$ cat config.mk
export PLATFORM = sky130hd
export DESIGN_NAME = projectile_180_tracker_flat
export DESIGN_NICKNAME = d
export VERILOG_FILES = /design/src/rtl/projectile_pkg.sv /design/src/rtl/projectile_180_tracker_if.sv /design/src/rtl/proj_hit_test.sv /design/src/rtl/projectile_180_tracker.sv /design/src/flat_wrapper.sv
export SDC_FILE = /design/constraint.sdc
export NUM_CORES = 1
export LEC_CHECK = 0
export CORE_MARGIN = 2
export CORE_UTILIZATION = 25
export CTS_CLUSTER_DIAMETER = 80
export DETAILED_ROUTE_END_ITERATION = 7
export PLACE_DENSITY = 0.46
export SLEW_MARGIN = 20
export SYNTH_ARGS = -nofsm -noshare
export SYNTH_HDL_FRONTEND = slang
export SYNTH_HIERARCHICAL = 1
export SYNTH_SLANG_ARGS = --single-unit
export TNS_END_PERCENT = 10
$ cat constraint.sdc
create_clock -name vga_clk -period 4.96 [get_ports vga_clk]
set_input_delay 0.992 -clock vga_clk [delete_from_list [all_inputs] [get_ports vga_clk]]
set_output_delay 0.992 -clock vga_clk [all_outputs]
set_load 0.005 [all_outputs]
$ cat src/rtl/projectile_pkg.sv
// projectile_pkg: shared sprite/screen constants, slot record and tracker state type
package projectile_pkg;
    localparam int SPR_W    = 40;
    localparam int SPR_H    = 40;
    localparam int SCREEN_W = 640;
    localparam int SCREEN_H = 480;
    typedef struct packed {
        logic       active;
        logic [9:0] x;
        logic [9:0] y;
    } proj_slot_t;
    typedef enum logic [0:0] {IDLE = 1'b0, UPDATE = 1'b1} tracker_state_t;
endpackage

$ cat src/rtl/projectile_180_tracker_if.sv
// projectile_180_tracker_if: spawn handshake, pixel bus and render outputs (active_count present with PROJ_TRACKER_STATS_EN)
interface projectile_180_tracker_if #(parameter int N_PROJ = 8);
    logic              frame_tick;
    logic              spawn_valid;
    logic [9:0]        spawn_x;
    logic [9:0]        spawn_y;
    logic              spawn_ready;
    logic [9:0]        DrawX;
    logic [9:0]        DrawY;
    logic              blank;
    logic              sprite_on;
    logic [10:0]       rom_address;
    logic [N_PROJ-1:0] active_mask;
`ifdef PROJ_TRACKER_STATS_EN
    logic [4:0]        active_count;
    modport master (output frame_tick, spawn_valid, spawn_x, spawn_y, DrawX, DrawY, blank,
                    input spawn_ready, sprite_on, rom_address, active_mask, active_count);
    modport slave  (input frame_tick, spawn_valid, spawn_x, spawn_y, DrawX, DrawY, blank,
                    output spawn_ready, sprite_on, rom_address, active_mask, active_count);
`else
    modport master (output frame_tick, spawn_valid, spawn_x, spawn_y, DrawX, DrawY, blank,
                    input spawn_ready, sprite_on, rom_address, active_mask);
    modport slave  (input frame_tick, spawn_valid, spawn_x, spawn_y, DrawX, DrawY, blank,
                    output spawn_ready, sprite_on, rom_address, active_mask);
`endif
endinterface

$ cat src/rtl/proj_hit_test.sv
// proj_hit_test: rectangle test of one slot against the current pixel plus sprite ROM offset
module proj_hit_test
    import projectile_pkg::*;
#(
    parameter int SPR_W = projectile_pkg::SPR_W,
    parameter int SPR_H = projectile_pkg::SPR_H
) (
    input  proj_slot_t  slot,
    input  logic [9:0]  draw_x,
    input  logic [9:0]  draw_y,
    output logic        hit,
    output logic [10:0] offset
);
    logic [10:0] px, py, sx, sy, dx, dy;
    assign px = {1'b0, draw_x};
    assign py = {1'b0, draw_y};
    assign sx = {1'b0, slot.x};
    assign sy = {1'b0, slot.y};
    assign dx = px - sx;
    assign dy = py - sy;
    assign hit = slot.active && px >= sx && px < sx + 11'(SPR_W) && py >= sy && py < sy + 11'(SPR_H);
    assign offset = dx + dy * 11'(SPR_W);
endmodule

$ cat src/rtl/projectile_180_tracker.sv
// projectile_180_tracker: slot table, per-frame leftward move and pixel hit path (optional active_count via PROJ_TRACKER_STATS_EN)
module projectile_180_tracker
    import projectile_pkg::*;
#(
    parameter int N_PROJ = 8,
    parameter int SPR_W  = projectile_pkg::SPR_W,
    parameter int SPR_H  = projectile_pkg::SPR_H,
    parameter int SPEED  = 4
) (
    input logic                     vga_clk,
    input logic                     reset,
    projectile_180_tracker_if.slave bus
);
    localparam int IW = $clog2(N_PROJ);
    localparam logic [0:0] S_IDLE   = IDLE;
    localparam logic [0:0] S_UPDATE = UPDATE;

    proj_slot_t        slots [N_PROJ];
    logic [0:0]        state;
    logic [IW-1:0]     idx;
    logic [IW-1:0]     free_idx;
    logic [N_PROJ-1:0] act;
    logic [N_PROJ-1:0] hits;
    logic [10:0]       offs [N_PROJ];
    logic              sel_hit;
    logic [10:0]       sel_off;

    // active bits and lowest-index free slot for the spawn handshake
    always_comb begin
        free_idx = '0;
        for (int i = N_PROJ - 1; i >= 0; i--) begin
            act[i] = slots[i].active;
            if (!slots[i].active) free_idx = IW'(i);
        end
    end

    assign bus.spawn_ready = (state == S_IDLE) && !(&act);

    // spawn loading in IDLE, one slot moved/retired per cycle in UPDATE
    always_ff @(posedge vga_clk) begin
        if (reset) begin
            state <= S_IDLE;
            idx   <= '0;
            for (int i = 0; i < N_PROJ; i++) slots[i] <= '0;
        end else if (state == S_IDLE) begin
            if (bus.spawn_valid && bus.spawn_ready)
                slots[free_idx] <= '{active: 1'b1, x: bus.spawn_x, y: bus.spawn_y};
            if (bus.frame_tick) begin
                state <= S_UPDATE;
                idx   <= '0;
            end
        end else begin
            if (slots[idx].active) begin
                if (slots[idx].x < 10'(SPEED)) slots[idx].active <= 1'b0;
                else slots[idx].x <= slots[idx].x - 10'(SPEED);
            end
            if (idx == IW'(N_PROJ - 1)) state <= S_IDLE;
            idx <= idx + 1'b1;
        end
    end

    for (genvar g = 0; g < N_PROJ; g++) begin : g_hit
        proj_hit_test #(.SPR_W(SPR_W), .SPR_H(SPR_H)) u_hit (
            .slot   (slots[g]),
            .draw_x (bus.DrawX),
            .draw_y (bus.DrawY),
            .hit    (hits[g]),
            .offset (offs[g])
        );
    end

    // priority pick: the lowest-index hitting slot supplies the ROM offset
    always_comb begin
        sel_hit = 1'b0;
        sel_off = '0;
        for (int i = N_PROJ - 1; i >= 0; i--) begin
            if (hits[i]) begin
                sel_hit = 1'b1;
                sel_off = offs[i];
            end
        end
    end

    // registered pixel outputs, forced to zero outside the visible region
    always_ff @(posedge vga_clk) begin
        if (reset) begin
            bus.sprite_on   <= 1'b0;
            bus.rom_address <= '0;
            bus.active_mask <= '0;
        end else begin
            bus.sprite_on   <= sel_hit && bus.blank;
            bus.rom_address <= (sel_hit && bus.blank) ? sel_off : 11'd0;
            bus.active_mask <= act;
        end
    end

`ifdef PROJ_TRACKER_STATS_EN
    // live slot count, aligned with active_mask
    always_ff @(posedge vga_clk) begin
        if (reset) bus.active_count <= '0;
        else bus.active_count <= 5'($countones(act));
    end
`endif
endmodule

$ cat src/flat_wrapper.sv
// flat-port wrapper written by rule: the top's interface ports become plain ports
module projectile_180_tracker_flat import projectile_pkg::*;
#(
    parameter int N_PROJ = 8,
    parameter int SPR_W  = projectile_pkg::SPR_W,
    parameter int SPR_H  = projectile_pkg::SPR_H,
    parameter int SPEED  = 4
)
  (vga_clk, reset, bus_frame_tick, bus_spawn_valid, bus_spawn_x, bus_spawn_y, bus_DrawX, bus_DrawY, bus_blank, bus_spawn_ready, bus_sprite_on, bus_rom_address, bus_active_mask);
  projectile_180_tracker_if #(.N_PROJ(N_PROJ)) bus_i ();
  input logic vga_clk;
  input logic reset;
  input wire logic [$bits(bus_i.frame_tick)-1:0] bus_frame_tick;
  input wire logic [$bits(bus_i.spawn_valid)-1:0] bus_spawn_valid;
  input wire logic [$bits(bus_i.spawn_x)-1:0] bus_spawn_x;
  input wire logic [$bits(bus_i.spawn_y)-1:0] bus_spawn_y;
  input wire logic [$bits(bus_i.DrawX)-1:0] bus_DrawX;
  input wire logic [$bits(bus_i.DrawY)-1:0] bus_DrawY;
  input wire logic [$bits(bus_i.blank)-1:0] bus_blank;
  output wire logic [$bits(bus_i.spawn_ready)-1:0] bus_spawn_ready;
  output wire logic [$bits(bus_i.sprite_on)-1:0] bus_sprite_on;
  output wire logic [$bits(bus_i.rom_address)-1:0] bus_rom_address;
  output wire logic [$bits(bus_i.active_mask)-1:0] bus_active_mask;
  assign bus_i.frame_tick = bus_frame_tick;
  assign bus_i.spawn_valid = bus_spawn_valid;
  assign bus_i.spawn_x = bus_spawn_x;
  assign bus_i.spawn_y = bus_spawn_y;
  assign bus_i.DrawX = bus_DrawX;
  assign bus_i.DrawY = bus_DrawY;
  assign bus_i.blank = bus_blank;
  assign bus_spawn_ready = bus_i.spawn_ready;
  assign bus_sprite_on = bus_i.sprite_on;
  assign bus_rom_address = bus_i.rom_address;
  assign bus_active_mask = bus_i.active_mask;
  projectile_180_tracker #(.N_PROJ(N_PROJ), .SPR_W(SPR_W), .SPR_H(SPR_H), .SPEED(SPEED)) u_core (.vga_clk(vga_clk), .reset(reset), .bus(bus_i));
endmodule
==> impl_metrics.env <==
export IMPL_outcome="finished, violations left"
export IMPL_failed_checks="setup timing"
export IMPL_fin_crit_ps=4973
export IMPL_dp_slack_ps=-1196
export IMPL_arrival_ps=5370
export IMPL_synthFlopType="edfxtp_1"
export IMPL_rows=116
export IMPL_post_drt_via_cell_ratio=4.695
export IMPL_r2r_slack_ps=240
export IMPL_synth_yosys_warnings=6
export IMPL_r2r_end="u_core/bus.rom_address[10]"
export IMPL_grt_setup_unrepaired="yes"
export IMPL_dp_cells=4464
export IMPL_h_tree_depth=4
export IMPL_port_buffers=65
export IMPL_firstDrtPassIters=5
export IMPL_slew_viol_final=0
export IMPL_core_um2=99860
export IMPL_irDropWorstVdd_mv=0.3131
export IMPL_die_w_um=321.0
export IMPL_reg2regPathDepth=25
export IMPL_setup_slack_ps=-13.44
export IMPL_nets=3750
export IMPL_seq_area_frac_synth=0.2223
export IMPL_drc=0
export IMPL_grt_use_total=0.1622
export IMPL_maxCapViolations=0
export IMPL_multi_input_area_um2=18530
export IMPL_slew_limit_headroom=0.3844
export IMPL_ys_top_cells_by_area="ha_1, edfxtp_1, fa_1"
export IMPL_wl_mm=84.08
export IMPL_place_gp_congestion=0.8693
export IMPL_synthesis_instances=2714
export IMPL_dieArea_um2=103100
export IMPL_clk_pin_slew_ps=80
export IMPL_synth_top_cell_area_share=0.2086
export IMPL_worst_ep_required_time_ps=5360
export IMPL_critPathLaunch="bus_DrawY[5]"
export IMPL_end_kind="flip-flop"
export IMPL_final_setup_tns_ps=-13.44
export IMPL_drt_iter0_drc=932
export IMPL_syn_nets=3274
export IMPL_final_hold_viol_count=0
export IMPL_ys_ff_latch=195
export IMPL_fmaxAchievable_mhz=201.1
export IMPL_synthDistinctLibCells=82
export IMPL_yosysTopAreaCell="ha_1"
export IMPL_clkLatencyLatePin_ps=500
export IMPL_cp_cell_sequence="dlygate4sd2_1 -> buf_4 -> buf_4 -> buf_12 -> ha_1 -> or2b_2 -> o311ai_4 -> ha_1 -> ha_1 -> a21oi_2 -> xnor2_1 -> fa_2 -> ha_4 -> a21o_1 -> a31oi_2 -> xnor2_2 -> buf_4 -> o221ai_2 -> a21oi_2 -> o21a_1"
export IMPL_grt_max_degree=39
export IMPL_cts_made_buffers=17
export IMPL_n_fill_cell=10580
export IMPL_syn_to_final_growth_pct=27.56
export IMPL_hpwlAfterDp_mm=71.40
export IMPL_final_core_util=0.3210
export IMPL_final_antenna_net_count=0
export IMPL_antenna_found_initial=8
export IMPL_synth_edf_count=168
export IMPL_layoutNonFillerInstCount=4504
export IMPL_finalCritPeriodShare=1.003
export IMPL_crit_end="u_core/bus.rom_address[10]"
export IMPL_power_leakage_nw=14.31
export IMPL_clock_skew_ps=21.13
export IMPL_cts_sinks=195
export IMPL_grt_pass1_vias=21200
export IMPL_wire_per_inst_um=18.67
export IMPL_layout_drive_gt1_share=0.2235
export IMPL_synthesis_area_um2=25130
export IMPL_vias=21150
export IMPL_path_max_fanout=9
export IMPL_r2r_start="u_core/slots[6][0]"
export IMPL_syn_avg_cell_area_um2=9.259
export IMPL_grt_overflow=0
export IMPL_clockRootBuffer="clkbuf_16"
export IMPL_start_util=0.2516
export IMPL_hold_depth=1
export IMPL_seqCellArea_um2=5585
export IMPL_fp_dieH_um=321.0
export IMPL_setup_viol=1
export IMPL_grt_first_pass_wirelength_mm=125.0
export IMPL_critPathMaxStageDelay_ps=500
export IMPL_pwr_density_cell_nw_per_um2=307.6
export IMPL_tightest_slew_ps=914.9
export IMPL_io_pin_count=66
export IMPL_synthArstFlopShare=0
export IMPL_cts_tree="done"
export IMPL_start_kind="input port"
export IMPL_hp_class="reg -> reg"
export IMPL_cp_slowest_cell="fa_2"
export IMPL_critPathKind="in -> reg"
export IMPL_holdBufCountCts=0
export IMPL_cts_path_max_buffers=2
## cell type report
cell class	count	area share
Inverter	414	0.04880
Timing Repair Buffer	508	0.1303
Antenna cell	3	0.0002342
Clock inverter	12	0.003591
Tap cell	1298	0.05067
Clock buffer	20	0.01394
Sequential cell	195	0.1743
Multi-Input combinational cell	2054	0.5782
## cell usage in the layout, fill, tap and decap left out, types with 12 or more instances in the layout
cell type        netlist  final
o22ai_1               18     18
fa_1                  96     84
a21oi_1              232    206
nor2b_1               30     30
and2_1                85     85
mux2i_1               34     30
o21ai_0              101     92
a31oi_1               31     27
fa_2                   0     12
nor3_1                59     55
xor2_1                57     57
nand2b_1              35     35
xnor2_1              153    135
nand2_1               85     85
ha_1                 419    393
a211oi_1              20     20
edfxtp_1             168    168
nor2_1               142    138
clkbuf_16              0     17
a21oi_2                0     25
or2_2                 24     21
xnor2_2                0     18
o21bai_1              18     17
nand4_1               20     20
nor3_2                10     14
buf_4                  0    425
a21o_1                77     77
clkdlybuf4s50_1        0     57
ha_4                   0     25
mux4_1                14     14
o21a_1                28     28
dfxtp_1               27     27
inv_1                414    407
o2111ai_1             15     15
nand3b_1              18     18
buf_12                 2     18
## cells in the mapped netlist (all sizes together) (19+ instances only)
cell and number:
a211oi 22, inv 414, nor3 69, xnor2 153
mux2i 34, fa 96, or2 33, nand2b 35
a31oi 32, a21oi 232, nand2 85, xor2 57
o21ai 102, buf 20, clkbuf 31, mux4 19
and2 101, ha 419, dfxtp 27, nor2 148
nor2b 31, edfxtp 168, a21o 77, o21a 28
nand4 20
## report_power, final
part / internal, mW / switching, mW / leakage [nW]
registers: 1.85 / 0.103 / 1.96
clock network: 0.674 / 0.724 / 0.274
logic: 3.39 / 3.12 / 12.1
total: 5.91 / 3.94 / 14.3
## cell families (layout without fill, tap and decap cells)
family,count (synthesis),after routing,share of synthesized area
AOI/OAI and AO/OA,641,641,0.1644
muxes,57,57,0.03446
and+or+nand+nor,623,623,0.1378
other,0,3,0
xor gates and xnor gates,218,218,0.08037
adders and majority gates,515,515,0.2851
buffers and inverters,465,954,0.07564
DFF,195,195,0.2223
## sequential cells by signal (all words and copies together) (netlist names), named ones only
signal and cells:
u_core/state 1, u_core/idx 3, u_core/slots 168, u_core/bus.sprite_on 1, u_core/bus.rom_address 11, u_core/bus.active_mask 8
## metrics by stage
stage               total power, mW  instance area (µm²)  hold WS, ps
detailed placement            8.055                30750        641.9
floorplan                     5.716                25270        542.4
global placement              8.026                30750        624.8
finish                        9.858                32050        662.9
global route                  10.70                32040        691.1
CTS                           9.615                31570        654.2
## routing by layer
layer,global-route usage,vias up,routed length [µm]
met5,0,-,18
met2,0.2802,339,40350
met4,0.04642,4,2036
met3,0.02374,73,3079
li1,-,10530,-
met1,0.2090,10200,38590
## timing repair
item                                    4_1_cts  5_1_grt
setup buffers                                 4        2
cloned                                        0        0
endpoints found under the setup margin        5        5
pin swaps                                    25       50
gates resized for setup                      64       89
## worst min-delay path by stage
stage,start,to
final,u_core/state,u_core/state
after global routing,u_core/state,u_core/state
after CTS,u_core/state,u_core/state
after detailed placement,u_core/state,u_core/state
after global placement,u_core/state,u_core/state
after floorplan,u_core/slots[6][20],u_core/bus.active_mask[6]
## worst max-delay path: cells and delay by family
family | cells | cell delay [ps]
fa+ha+maj | 5 | 1670
compound gates | 7 | 1160
buf+inv | 5 | 920
simple gates | 1 | 320
xor+xnor | 2 | 270
Note: power is estimated with default switching activity, not from simulation.
